`config.mk`:
```
export PLATFORM = sky130hd
export DESIGN_NAME = ipu_frame_sched_flat
export DESIGN_NICKNAME = d
export VERILOG_FILES = /design/src/rtl/ipu_frame_sched_if.sv /design/src/rtl/ipu_frame_sched.sv /design/src/flat_wrapper.sv
export SDC_FILE = /design/constraint.sdc
export NUM_CORES = 1
export LEC_CHECK = 0
export CORE_MARGIN = 10
export CORE_UTILIZATION = 53
export CTS_CLUSTER_DIAMETER = 50
export CTS_CLUSTER_SIZE = 30
export DETAILED_ROUTE_END_ITERATION = 6
export GPL_TIMING_DRIVEN = 0
export PLACE_DENSITY_LB_ADDON = 0.12
export SLEW_MARGIN = 20
export SYNTH_ARGS = -nofsm -noshare
export SYNTH_HDL_FRONTEND = slang
export SYNTH_SLANG_ARGS = --single-unit
```
`constraint.sdc`:
```
create_clock -name iCLK -period 2.55 [get_ports iCLK]
set_input_delay 0.3825 -clock iCLK [delete_from_list [all_inputs] [get_ports iCLK]]
set_output_delay 0.3825 -clock iCLK [all_outputs]
set_load 0.02 [all_outputs]
```
`src/rtl/ipu_frame_sched_if.sv`:
```
// Handshake/bus bundle for ipu_frame_sched: pixel stream, detector result,
// pipeline gating and averaged-centroid publish channel.
interface ipu_frame_sched_if;
    logic        iEnable;
    logic        iDVAL;
    logic [10:0] iX_Cont;
    logic [10:0] iY_Cont;
    logic        iDet_DVAL;
    logic [10:0] iDet_X;
    logic [10:0] iDet_Y;
    logic        oProc_EN;
    logic        oProc_CLR;
    logic [10:0] oX;
    logic [10:0] oY;
    logic        oValid;
    logic        iReady;
    logic        oLost;
    logic [15:0] oFrame_Cnt;

    modport master (
        output iEnable, iDVAL, iX_Cont, iY_Cont, iDet_DVAL, iDet_X, iDet_Y, iReady,
        input  oProc_EN, oProc_CLR, oX, oY, oValid, oLost, oFrame_Cnt
    );

    modport slave (
        input  iEnable, iDVAL, iX_Cont, iY_Cont, iDet_DVAL, iDet_X, iDet_Y, iReady,
        output oProc_EN, oProc_CLR, oX, oY, oValid, oLost, oFrame_Cnt
    );
endinterface

```
`src/rtl/ipu_frame_sched.sv`:
```
// Frame scheduler: gates the pixel pipeline per frame, averages one centroid per frame
// over 2**AVG_LOG2 frames and publishes it. Define IPU_ROI_EN to restrict to an ROI.
module ipu_frame_sched #(
    parameter int FRAME_W     = 640,
    parameter int FRAME_H     = 480,
    parameter int AVG_LOG2    = 2,
    parameter int DET_TIMEOUT = 64,
    parameter int MISS_LIMIT  = 8
`ifdef IPU_ROI_EN
    ,
    parameter int ROI_X0      = 0,
    parameter int ROI_X1      = 639,
    parameter int ROI_Y0      = 0,
    parameter int ROI_Y1      = 479
`endif
) (
    input logic               iCLK,
    input logic               iRST,
    ipu_frame_sched_if.slave  bus
);
    localparam int SW = 11 + AVG_LOG2;
    localparam int NW = AVG_LOG2 + 1;
    localparam int MW = $clog2(MISS_LIMIT + 1);
    localparam int TW = $clog2(DET_TIMEOUT + 1);
    localparam logic [NW-1:0] N_FULL   = NW'(1 << AVG_LOG2);
    localparam logic [MW-1:0] MISS_MAX = MW'(MISS_LIMIT);
    localparam logic [TW-1:0] TMO      = TW'(DET_TIMEOUT);
    localparam logic [10:0]   X_LAST   = 11'(FRAME_W - 1);
    localparam logic [10:0]   Y_LAST   = 11'(FRAME_H - 1);

    typedef enum logic [2:0] {IDLE, ARM, RUN, COLLECT, UPDATE, PUBLISH} state_t;

    state_t          state_q, state_d;
    logic [SW-1:0]   sum_x_q, sum_x_d, sum_y_q, sum_y_d;
    logic [NW-1:0]   n_q, n_d;
    logic [MW-1:0]   miss_q, miss_d;
    logic [TW-1:0]   tmo_q, tmo_d;
    logic            det_vld_q, det_vld_d;
    logic [10:0]     det_x_q, det_x_d, det_y_q, det_y_d;
    logic [10:0]     x_q, x_d, y_q, y_d;
    logic            valid_q, valid_d;
    logic            lost_q, lost_d;
    logic [15:0]     fcnt_q, fcnt_d;
    logic            proc_en, proc_clr;

    logic            sof, eof, pix_roi, det_roi;
    logic [SW-1:0]   sx_nx, sy_nx;
    logic [NW-1:0]   n_nx;
    logic [MW-1:0]   miss_nx;

    assign sof = bus.iDVAL && (bus.iX_Cont == 11'd0) && (bus.iY_Cont == 11'd0);
    assign eof = bus.iDVAL && (bus.iX_Cont == X_LAST) && (bus.iY_Cont == Y_LAST);

`ifdef IPU_ROI_EN
    assign pix_roi = (int'(bus.iX_Cont) >= ROI_X0) && (int'(bus.iX_Cont) <= ROI_X1) &&
                     (int'(bus.iY_Cont) >= ROI_Y0) && (int'(bus.iY_Cont) <= ROI_Y1);
    assign det_roi = (int'(det_x_q) >= ROI_X0) && (int'(det_x_q) <= ROI_X1) &&
                     (int'(det_y_q) >= ROI_Y0) && (int'(det_y_q) <= ROI_Y1);
`else
    assign pix_roi = 1'b1;
    assign det_roi = 1'b1;
`endif

    assign sx_nx   = sum_x_q + {{AVG_LOG2{1'b0}}, det_x_q};
    assign sy_nx   = sum_y_q + {{AVG_LOG2{1'b0}}, det_y_q};
    assign n_nx    = n_q + NW'(1);
    assign miss_nx = (miss_q == MISS_MAX) ? miss_q : miss_q + MW'(1);

    always_comb begin
        state_d   = state_q;
        sum_x_d   = sum_x_q;
        sum_y_d   = sum_y_q;
        n_d       = n_q;
        miss_d    = miss_q;
        tmo_d     = tmo_q;
        det_vld_d = det_vld_q;
        det_x_d   = det_x_q;
        det_y_d   = det_y_q;
        x_d       = x_q;
        y_d       = y_q;
        valid_d   = valid_q;
        lost_d    = lost_q;
        fcnt_d    = fcnt_q;
        proc_en   = 1'b0;
        proc_clr  = 1'b0;

        // Only the first detection of a frame is kept, including one in the EOF cycle.
        if ((state_q == RUN || state_q == COLLECT) && bus.iDet_DVAL && !det_vld_q) begin
            det_vld_d = 1'b1;
            det_x_d   = bus.iDet_X;
            det_y_d   = bus.iDet_Y;
        end

        case (state_q)
            IDLE: state_d = ARM;
            ARM: begin
                if (sof) begin
                    proc_clr  = 1'b1;
                    fcnt_d    = fcnt_q + 16'd1;
                    det_vld_d = 1'b0;
                    state_d   = RUN;
                end
            end
            RUN: begin
                proc_en = bus.iDVAL && pix_roi;
                if (eof) begin
                    tmo_d   = '0;
                    state_d = COLLECT;
                end
            end
            COLLECT: begin
                if (det_vld_q || tmo_q == TMO) state_d = UPDATE;
                else                           tmo_d   = tmo_q + TW'(1);
            end
            UPDATE: begin
                state_d = ARM;
                if (det_vld_q && det_roi) begin
                    miss_d = '0;
                    lost_d = 1'b0;
                    if (n_nx == N_FULL) begin
                        x_d     = sx_nx[SW-1:AVG_LOG2];
                        y_d     = sy_nx[SW-1:AVG_LOG2];
                        valid_d = 1'b1;
                        sum_x_d = '0;
                        sum_y_d = '0;
                        n_d     = '0;
                        state_d = PUBLISH;
                    end else begin
                        sum_x_d = sx_nx;
                        sum_y_d = sy_nx;
                        n_d     = n_nx;
                    end
                end else begin
                    miss_d = miss_nx;
                    if (miss_nx == MISS_MAX) begin
                        lost_d  = 1'b1;
                        sum_x_d = '0;
                        sum_y_d = '0;
                        n_d     = '0;
                    end
                end
            end
            PUBLISH: begin
                // Frames starting while the result waits are skipped but still counted.
                if (sof) fcnt_d = fcnt_q + 16'd1;
                if (valid_q && bus.iReady) begin
                    valid_d = 1'b0;
                    state_d = ARM;
                end
            end
            default: state_d = IDLE;
        endcase

        if (!bus.iEnable) begin
            state_d  = IDLE;
            valid_d  = 1'b0;
            lost_d   = 1'b0;
            sum_x_d  = '0;
            sum_y_d  = '0;
            n_d      = '0;
            miss_d   = '0;
            fcnt_d   = fcnt_q;
            proc_en  = 1'b0;
            proc_clr = 1'b0;
        end
    end

    always_ff @(posedge iCLK) begin
        if (iRST) begin
            state_q   <= IDLE;
            sum_x_q   <= '0;
            sum_y_q   <= '0;
            n_q       <= '0;
            miss_q    <= '0;
            tmo_q     <= '0;
            det_vld_q <= 1'b0;
            det_x_q   <= '0;
            det_y_q   <= '0;
            x_q       <= '0;
            y_q       <= '0;
            valid_q   <= 1'b0;
            lost_q    <= 1'b0;
            fcnt_q    <= '0;
        end else begin
            state_q   <= state_d;
            sum_x_q   <= sum_x_d;
            sum_y_q   <= sum_y_d;
            n_q       <= n_d;
            miss_q    <= miss_d;
            tmo_q     <= tmo_d;
            det_vld_q <= det_vld_d;
            det_x_q   <= det_x_d;
            det_y_q   <= det_y_d;
            x_q       <= x_d;
            y_q       <= y_d;
            valid_q   <= valid_d;
            lost_q    <= lost_d;
            fcnt_q    <= fcnt_d;
        end
    end

    assign bus.oProc_EN   = proc_en;
    assign bus.oProc_CLR  = proc_clr;
    assign bus.oX         = x_q;
    assign bus.oY         = y_q;
    assign bus.oValid     = valid_q;
    assign bus.oLost      = lost_q;
    assign bus.oFrame_Cnt = fcnt_q;
endmodule

```
`src/flat_wrapper.sv`:
```
// flat-port wrapper written by rule: the top's interface ports become plain ports
module ipu_frame_sched_flat 
#(
    parameter int FRAME_W     = 640,
    parameter int FRAME_H     = 480,
    parameter int AVG_LOG2    = 2,
    parameter int DET_TIMEOUT = 64,
    parameter int MISS_LIMIT  = 8

)
  (iCLK, iRST, bus_iEnable, bus_iDVAL, bus_iX_Cont, bus_iY_Cont, bus_iDet_DVAL, bus_iDet_X, bus_iDet_Y, bus_iReady, bus_oProc_EN, bus_oProc_CLR, bus_oX, bus_oY, bus_oValid, bus_oLost, bus_oFrame_Cnt);
  ipu_frame_sched_if bus_i ();
  input logic iCLK;
  input logic iRST;
  input wire logic [$bits(bus_i.iEnable)-1:0] bus_iEnable;
  input wire logic [$bits(bus_i.iDVAL)-1:0] bus_iDVAL;
  input wire logic [$bits(bus_i.iX_Cont)-1:0] bus_iX_Cont;
  input wire logic [$bits(bus_i.iY_Cont)-1:0] bus_iY_Cont;
  input wire logic [$bits(bus_i.iDet_DVAL)-1:0] bus_iDet_DVAL;
  input wire logic [$bits(bus_i.iDet_X)-1:0] bus_iDet_X;
  input wire logic [$bits(bus_i.iDet_Y)-1:0] bus_iDet_Y;
  input wire logic [$bits(bus_i.iReady)-1:0] bus_iReady;
  output wire logic [$bits(bus_i.oProc_EN)-1:0] bus_oProc_EN;
  output wire logic [$bits(bus_i.oProc_CLR)-1:0] bus_oProc_CLR;
  output wire logic [$bits(bus_i.oX)-1:0] bus_oX;
  output wire logic [$bits(bus_i.oY)-1:0] bus_oY;
  output wire logic [$bits(bus_i.oValid)-1:0] bus_oValid;
  output wire logic [$bits(bus_i.oLost)-1:0] bus_oLost;
  output wire logic [$bits(bus_i.oFrame_Cnt)-1:0] bus_oFrame_Cnt;
  assign bus_i.iEnable = bus_iEnable;
  assign bus_i.iDVAL = bus_iDVAL;
  assign bus_i.iX_Cont = bus_iX_Cont;
  assign bus_i.iY_Cont = bus_iY_Cont;
  assign bus_i.iDet_DVAL = bus_iDet_DVAL;
  assign bus_i.iDet_X = bus_iDet_X;
  assign bus_i.iDet_Y = bus_iDet_Y;
  assign bus_i.iReady = bus_iReady;
  assign bus_oProc_EN = bus_i.oProc_EN;
  assign bus_oProc_CLR = bus_i.oProc_CLR;
  assign bus_oX = bus_i.oX;
  assign bus_oY = bus_i.oY;
  assign bus_oValid = bus_i.oValid;
  assign bus_oLost = bus_i.oLost;
  assign bus_oFrame_Cnt = bus_i.oFrame_Cnt;
  ipu_frame_sched #(.FRAME_W(FRAME_W), .FRAME_H(FRAME_H), .AVG_LOG2(AVG_LOG2), .DET_TIMEOUT(DET_TIMEOUT), .MISS_LIMIT(MISS_LIMIT)) u_core (.iCLK(iCLK), .iRST(iRST), .bus(bus_i));
endmodule
```
======== Word-level counts from Yosys, hierarchy flattened ========
Index checks and enable logic that the tools add are counted.
storage, ports and cells
  flip-flop bits (word level) ............. 106
  bits of input ports ..................... 50
operators by class
  add/subtract/negate cells ............... 6
  eq/ne operators ......................... 18
  multiplexer cells ....................... 34
  bitwise operators ....................... 1
  reduce and logical (&&, ||, !) cells .... 24
operators with widths
  kind                                                    number
  2-to-1 mux 13 bit                                       5
  2-to-1 mux 3 bit                                        9
  adder 13 x 11 -> 13 bit                                 2
  logical NOT 11 bit                                      2
  case mux 3 bit (6 select lines)                         1
  adder 16 x 1 -> 16 bit (second input constant)          1
  2-to-1 mux 7 bit                                        2
  case mux 7 bit (2 select lines)                         1
  2-to-1 mux 1 bit                                        13
  == test 11 x 10 -> 1 bit (second input constant)        1
  == test 11 x 9 -> 1 bit (second input constant)         1
  inequality test 2 x 1 -> 1 bit (second input constant)  5
  == test 3 bit (second input constant)                   3
  AND reduction 3 bit                                     3
  == test 4 bit (second input constant)                   2
  2-to-1 mux 4 bit                                        2
  AND reduction 4 bit                                     2
  adder 7 x 1 -> 7 bit (second input constant)            1
  == test 7 bit (second input constant)                   1
  logical AND 1 bit                                       7
  == test 3 x 2 -> 1 bit (second input constant)          2
  nonzero test 2 bit                                      3
  adder 4 x 1 -> 4 bit (second input constant)            1
  inequality test 2 bit (second input constant)           2
  other kinds (9)                                         11

======== Logic depth before layout (Yosys ltp) ========
Gate-level depths: netlist (run 1).
  word-level depth ........................ 7
  depth in mapped cells ................... 10
  gate-level depth less buffers ........... 9

======== Worst setup path before layout (run 1) ========
Ideal clock, no wire load.
  path kind ............................... register -> register
  start point ............................. register u_core.miss_q[0]
  end point ............................... register u_core.sum_y_q[10]
  library setup time ...................... 0.117 ns
  arrival ................................. 2.138 ns
  required time ........................... 2.433 ns
  setup slack ............................. 0.295 ns
  stages on the path, launching flop included .. 11
  period minus slack after synthesis ...... 2.255 ns
  cells stage by stage .................... dfxtp_1 -> inv_1 -> ha_1 -> a211oi_1 -> a21oi_1 -> a2111oi_1 -> o21ai_1 -> nor2b_1 -> buf_6 -> buf_6 -> a22o_1
between the ends
  cells in the longest elaborated chain, start to end .. 5
  elaborated cells on any way between the ends .. 6
ends and longest elaborated chain
  item                                                   RTL line                text
  from (decl)                                            ipu_frame_sched.sv:36   logic [MW-1:0] miss_q, miss_d;
  from (signal assigned)                                 ipu_frame_sched.sv:189  miss_q <= miss_d;
  adder 4 x 1 -> 4 bit or == test 4 bit (tied branches)  ipu_frame_sched.sv:67   assign miss_nx = (miss_q == MISS_MAX) ? miss_q : miss_q + MW'(1);
  2-to-1 mux 4 bit *                                     ipu_frame_sched.sv:67
  == test 4 bit *                                        ipu_frame_sched.sv:135  if (miss_nx == MISS_MAX) begin
  nonzero test 2 bit (no source line) *                  n/a
  AND reduction 2 bit (no source line) *                 n/a
  to (signal assigned)                                   ipu_frame_sched.sv:187  sum_y_q <= sum_y_d;
  to (decl)                                              ipu_frame_sched.sv:34   logic [SW-1:0] sum_x_q, sum_x_d, sum_y_q, sum_y_d;
Every way passes the cells marked *; elsewhere a longest branch is shown, timed or not.
A chain may end at the register's enable or synchronous reset.

======== Worst setup path after layout (run 1) ========
  start point ............................. register u_core.miss_q[0]
  end point ............................... register u_core.sum_y_q[4]
Same word-level chain as after synthesis.

==> results of run 1 <==
-- worst min path at each step --
stage                                 start                end  cells after the start
after floorplan           u_core.sum_x_q[2]  u_core.sum_x_q[2]                      1
after CTS                  u_core.bus.oX[4]   u_core.bus.oX[4]                      2
after global placement     u_core.bus.oY[4]   u_core.bus.oY[4]                      2
final                      u_core.bus.oX[4]   u_core.bus.oX[4]                      2
after detailed placement   u_core.bus.oX[4]   u_core.bus.oX[4]                      2
after global routing       u_core.bus.oY[3]   u_core.bus.oY[3]                      2
-- cell usage after synthesis (all sizes together) (7+ instances only) --
library cell	number
nand2	88
nor4	11
a21oi	59
nor3b	8
nor2	56
buf	9
nor3	14
a211oi	7
and3	8
inv	16
xor2	9
or3	8
a21o	13
xnor2	29
nand4	8
clkbuf	18
a31oi	7
ha	30
o21ai	16
nand3	10
a22o	16
dfxtp	106
-- critical path, cell delays in order (launching register included) --
cell and delay [ns]:
dfxtp_2 0.43, inv_1 0.07, ha_1 0.21, a211oi_1 0.24, a21oi_1 0.09, a2111oi_2 0.44, o21ai_1 0.15, nor2b_1 0.17
buf_6 0.15, buf_6 0.15, a22o_1 0.23
-- stage by stage --
stage	cells	hold WS, ns
2_1_floorplan	609	0.436
3_3_place_gp	833	0.443
3_5_place_dp	833	0.447
4_1_cts	847	0.460
5_1_grt	850	0.483
6_report	850	0.456
-- registers in the layout (all words and copies together), names as in the netlist --
signal                 count
u_core.bus.oFrame_Cnt     16
u_core.bus.oLost           1
u_core.bus.oValid          1
u_core.bus.oX             11
u_core.bus.oY             11
u_core.det_vld_q           1
u_core.det_x_q            11
u_core.det_y_q            11
u_core.miss_q              4
u_core.n_q                 3
u_core.state_q             3
u_core.sum_x_q            13
u_core.sum_y_q            13
u_core.tmo_q               7
-- area by class of cell --
type	instances	area (µm²)
Fill cell	838	3110
Multi-Input combinational cell	460	3000
Sequential cell	106	2120
Timing Repair Buffer	95	947
Tap cell	133	166
Clock buffer	12	165
Buffer	26	143
Inverter	16	60.1
Clock inverter	2	12.5
-- cells by family (layout without fill, tap and decap cells) --
family          count (synthesis)  in the layout  synth area share [%]
mux                             3              3                 0.570
fa+ha+maj                      32             32                  7.88
xor+xnor                       38             38                  6.31
simple gates                  234            234                  21.8
flops                         106            106                  40.3
compound gates                153            153                  19.3
buf+inv                        43            151                  3.87
-- routing by layer --
metal	wire, µm	part of all wire (%)	GRT usage, %
met2	6720	48	32.9
met4	144	1.0	3.92
met5	0	0	0
met3	1020	7.4	7.41
met1	6000	43	22.5
-- power groups by stage --
stage | clock network, mW | logic [mW] | registers [mW]
2_1_floorplan | 0 | 0.0375 | 1.70
3_3_place_gp | 0 | 0.134 | 1.70
3_5_place_dp | 0 | 0.136 | 1.70
4_1_cts | 0.994 | 0.134 | 1.66
5_1_grt | 1.06 | 0.142 | 1.66
6_report | 0.976 | 0.134 | 1.66
-- timing repair --
| item | 4_1_cts | 5_1_grt |
|---|---|---|
| setup buffers | 1 | 3 |
| resized for setup | 21 | 20 |
| pin swaps | 6 | 8 |
| endpoints found under the setup margin | 18 | 20 |
==> impl_results.md, run 1 <==
* Status: finished, final reports clean
* Drt drc at 0
* Final Skew at between 0.01 and 0.015 ns
* Syn Inst Count at roughly 600
* Reg2Reg Setup Slack at around 0.091 ns
* Setup_tns at 0 ns
* Commonest register cell after synthesis: dfxtp_1
* Final std cell area, no fill at 6620 µm²
* Area of the die at 14300 µm²
* R2R depth at 10
* Pre-antenna DRT Iters at 5
* Final ANT Viol Nets at 0
* CP endpoint kind: flip-flop
* Vias at 4847
* Pin count of the biggest net entering global routing at 16
* Period utilisation layout at 96.4%
* Combinational share of power at 4.8%
* Internal power component at around 2.2 mW
* Sequential share of power at 59.9%
* CP Capture Point: u_core.sum_y_q[4]
* Final hold viol count at 0
* Reg2reg start: u_core.miss_q[0]
* Worst slew margin at between 40% and 50%
* I/O Buffers at 91
* Yosys top cell area share at 40.3%
* GRT Total Usage at 19.3%
* Required @ worst endpoint at 2.81 ns
* Startpoint Class: flip-flop
* Clock Latency Late Sink at 0.37 ns
* Min cycle time layout at 2.46 ns
* Async S/R FF share, synth at 0%
* Layout cells sized above 1 at 7.53%
* Data arrival, critical path at 2.72 ns
* Total number of yosys warnings at 0
* Clk pwr share at 35.2%
* Hold-fix buffers at CTS at 0
* Synth Register Bits at ~110
* Initial DRC Count at 321
* N_diodes at 0
* Power per cell area at 418 nW/µm²
* Synthesized area at 5270 µm²
* Starting density of the core at 54.2%
* Hpwl dp at 10.4 mm
* VDD IR max at 231 µV
* GRT Residual Overflow at 0
* Clk buf depth at 2
* Most common cell after layout, fill and taps aside: dfxtp_1
* Antenna violations before repair at 0
* Vias in the first global route at 4822
* Most frequent cells in the layout: dfxtp_1 (104), nand2_1 (88), clkdlybuf4s50_1 (76)
* Max_cap viols at 0
* Clock Pin Slew Worst Setup and Hold Paths at 0.10 ns
* Fin. max-slew vios at 0
* Gpl congestion at 0.878
* Number of flops mapped to enable cells by yosys at 0
* Min-delay worst type: reg2reg
* Worst r2r dst: u_core.sum_y_q[4]
* Area Growth Syn to Fin at 25.6%
* CTS tree: done
* RSZ-0062 raised after global routing: no
* Fin util at 68.0%
* Worst Path Class, Setup: reg2reg
* Root Driver: clkbuf_8
* Total power at 2.77 mW
* Nets at 796
* IO Pins at 92
* Synth area leader: dfxtp_1
* Switching Share at 22.2%
* Final setup margin at 0.0908 ns
* Total CTS buffers at 9
* F_max at 407 MHz
* Worst Tran Pin Value at 0.811 ns
* Die Width at 120 µm
* Number of distinct library cells after synthesis at 57
* Row cnt at 36
* First-pass GRT wire length at 23.1 mm
* Die height at around 120 µm
* WL/cell at approximately 16 µm
* Leak at about 2.5 nW
* Worst Setup SP: u_core.miss_q[0]
* Sequential area share after synthesis at 40.3%
* DR vias/cell at approximately 5.7
* Synth Net Count at 691
* Top cells by area, synth: dfxtp_1 (40%), ha_1 (7.1%), nand2_1 (6.3%)
* Crit path max fanout at 10
* Sink Count at 106
* WL final at 13.9 mm
* Syn avg cell area at 8.66 µm²
* Final Setup Violations at 0
* Switch Pwr at 0.613 mW
* Dpl cell area at ~6300 µm²
* H-tree depth at 3
* Core region area at between 9000 and 10000 µm²
* Dpl ws at -0.632 ns
(Power assumes the default switching activity.)
==> inputs of run 2 (changes only) <==
--- a/config.mk
+++ b/config.mk
@@ -10,7 +10,6 @@
 export CTS_CLUSTER_DIAMETER = 50
 export CTS_CLUSTER_SIZE = 30
 export DETAILED_ROUTE_END_ITERATION = 6
-export GPL_TIMING_DRIVEN = 0
 export PLACE_DENSITY_LB_ADDON = 0.12
 export SLEW_MARGIN = 20
 export SYNTH_ARGS = -nofsm -noshare
==> impl_results.md, run 2 (synthesis gave the netlist of run 1 again) <==
* Root Driver: clkbuf_8 (unchanged)
* Die Width at 120 µm (unchanged)
* Clk buf depth at 2 (unchanged)
* Vias in the first global route at 4728 (was 4822)
* Reg2Reg Setup Slack at 0.14 ns (was 0.09 ns)
* First-pass GRT wire length at 21.8 mm (was 23.1 mm)
* Sink Count at 106 (unchanged)
* N_diodes at 0 (unchanged)
* DR vias/cell at 5.62 (was 5.70)
* Initial DRC Count at 226 (was 321)
* Fin cells at 845 (was 850)
* Most frequent cells in the layout: dfxtp_1 (105), clkdlybuf4s50_1 (89), nand2_1 (88) (was dfxtp_1 (104), nand2_1 (88), clkdlybuf4s50_1 (76))
* Hold-fix buffers at CTS at 0 (unchanged)
* R2R depth at 9 (was 10)
* Fin util at 68.0% (about the same)
* Vias at 4748 (was 4847)
* Total CTS buffers at 9 (unchanged)
* Worst slew margin at 53.7% (was 45.7%)
* Met2 usage at 29.8% (was 32.9%)
* Fillers at 802 (was 838)
* Final setup margin at 0.0749 ns (was 0.0908 ns)
* Pin count of the biggest net entering global routing at 66 (was 16)
* Final hold viol count at 0 (unchanged)
* WL final at 12.9 mm (was 13.9 mm)
* Fin. max-slew vios at 0 (unchanged)
* Critical path's largest stage delay at 0.53 ns (was 0.44 ns)
* Hold Startpoint: u_core.bus.oX[8] (was u_core.bus.oX[4])
* Period utilisation layout at 97.1% (was 96.4%)
* CP Cell Sequence: clkdlybuf4s50_1 > nor4_4 > nand3_1 > or4b_4 > nor2_1 > buf_4 (was inv_1 > ha_1 > a211oi_1 > a21oi_1 > a2111oi_2 > o21ai_1 > nor2b_1 > buf_6 > buf_6 > a22o_1)
* Area Growth Syn to Fin at 25.5% (was 25.6%)
* Data arrival, critical path at 2.09 ns (was 2.72 ns)
* Gpl congestion at 0.851 (was 0.878)
* WL/cell at 15.2 µm (was 16.3 µm)
* Area taken by multi-input logic gates at 2990 µm² (was 3000 µm²)
* Most common cell after layout, fill and taps aside: dfxtp_1 (unchanged)
* IO Pins at 92 (unchanged)
* Worst hold slack at 0.457 ns (was 0.456 ns)
* Worst Setup SP: bus_iY_Cont[10] (was u_core.miss_q[0])
* Min cycle time layout at 2.48 ns (was 2.46 ns)
* Power per cell area at 431 nW/µm² (was 418 nW/µm²)
* VDD IR max at 264 µV (was 231 µV)
* Min-delay worst type: reg2reg (unchanged)
* Clock Latency Late Sink at 0.38 ns (was 0.37 ns)
* Clock Pin Slew Worst Setup and Hold Paths at 0.10 ns (about the same)
* Startpoint Class: input port (was flip-flop)
* Final Skew at 0.0132 ns (was 0.0134 ns)
* Status: finished, final reports clean (unchanged)
* F_max at 404 MHz (was 407 MHz)
* Dpl ws at -0.399 ns (was -0.632 ns)
* Max_cap viols at 0 (unchanged)
* Row cnt at 36 (unchanged)
* Drt drc at 0 (unchanged)
* GRT Total Usage at 17.8% (was 19.3%)
* CP Capture Point: bus_oProc_CLR (was u_core.sum_y_q[4])
* Final Setup Violations at 0 (unchanged)
* Antenna violations before repair at 0 (unchanged)
* Starting density of the core at 54.2% (unchanged)
* Placed cell count at 828 (was 833)
* Crit path max fanout at 2 (was 10)
* Nets at 789 (was 796)
* Critical-path top delay cell: or4b_4 (was a2111oi_2)
* Leak at 2.49 nW (was 2.53 nW)
* Final ANT Viol Nets at 0 (unchanged)
* CTS tree: done (unchanged)
* Most used routing layer: met2 (unchanged)
* Reg2reg start: u_core.sum_y_q[0] (was u_core.miss_q[0])
* H-tree depth at 3 (unchanged)
* Required @ worst endpoint at 2.17 ns (was 2.81 ns)
* Worst r2r dst: u_core.bus.oY[10] (was u_core.sum_y_q[4])
* Reg area at 2120 µm² (about the same)
* CP endpoint kind: output port (was flip-flop)
* Die height at 120 µm (unchanged)
* Core region area at 9730 µm² (unchanged)
* Largest register FFs at 16 (unchanged)
* Pre-antenna DRT Iters at 4 (was 5)
* Total power at 2.85 mW (was 2.77 mW)
* GR Util met3 at 6.66% (was 7.41%)
* Met1 usage at 20.8% (was 22.5%)
* Area of the die at 14300 µm² (unchanged)
* Worst Path Class, Setup: in2out (was reg2reg)
* GRT Residual Overflow at 0 (unchanged)
* I/O Buffers at 91 (unchanged)
* Worst Tran Pin Value at 0.694 ns (was 0.811 ns)
* Layout cells sized above 1 at 8.57% (was 7.53%)
* Hpwl dp at 9.59 mm (was 10.4 mm)
run 2: timing repair:
| item | CTS | global route |
|---|---|---|
| setup endpoints to repair | 2 | 29 |
| buffers inserted | 1 | 0 |
| pin swaps | 1 | 1 |
| gates resized for setup | 6 | 8 |
| hold endpoints to repair | 0 | 0 |
| cloned | 0 | 0 |
run 2: worst min path at each step:
| stage | endpoint | slack [ns] | cells after the start |
|---|---|---|---|
| floorplan | u_core.sum_x_q[2] | 0.44 | 1 |
| global placement | u_core.bus.oX[4] | 0.44 | 2 |
| detailed placement | u_core.bus.oX[2] | 0.45 | 2 |
| CTS | u_core.bus.oX[2] | 0.46 | 2 |
| global route | u_core.bus.oX[3] | 0.49 | 2 |
| finish | u_core.bus.oX[8] | 0.46 | 2 |
run 2: worst max-delay path, delay by kind of cell:
| kind | cells | cell delay [ns] |
|---|---|---|
| and+or+nand+nor | 4 | 1.10 |
| buffers and inverters | 2 | 0.60 |
run 2: per-stage QoR:
| stage | setup TNS, ns | cell area (µm²) |
|---|---|---|
| 2_1_floorplan | 0 | 5270 |
| 3_3_place_gp | -0.635 | 6370 |
| 3_5_place_dp | -1.59 | 6370 |
| 4_1_cts | 0 | 6580 |
| 5_1_grt | -0.0624 | 6620 |
| 6_report | 0 | 6620 |
run 2: per-layer routing:
layer  wire length, µm  share of wire (%)
met5                 0                  0
met4               178                1.4
met3               879                6.8
met2              6120                 48
met1              5690                 44
run 2: layout make-up:
class	count	share of cell area, %
repair buffers	114	16.3
multi-input cells	460	45.1
clock inverters	5	0.946
flip-flops and latches	106	32.1
well taps	133	2.52
inverters	16	0.908
clock buffers	11	2.14
run 2: power breakdown:
| part | internal, mW | total, mW | switching, mW |
|---|---|---|---|
| Clock | 0.486 | 1.06 | 0.573 |
| Sequential | 1.66 | 1.66 | 0.00285 |
| Combinational | 0.0820 | 0.136 | 0.0535 |
| Total | 2.22 | 2.85 | 0.629 |
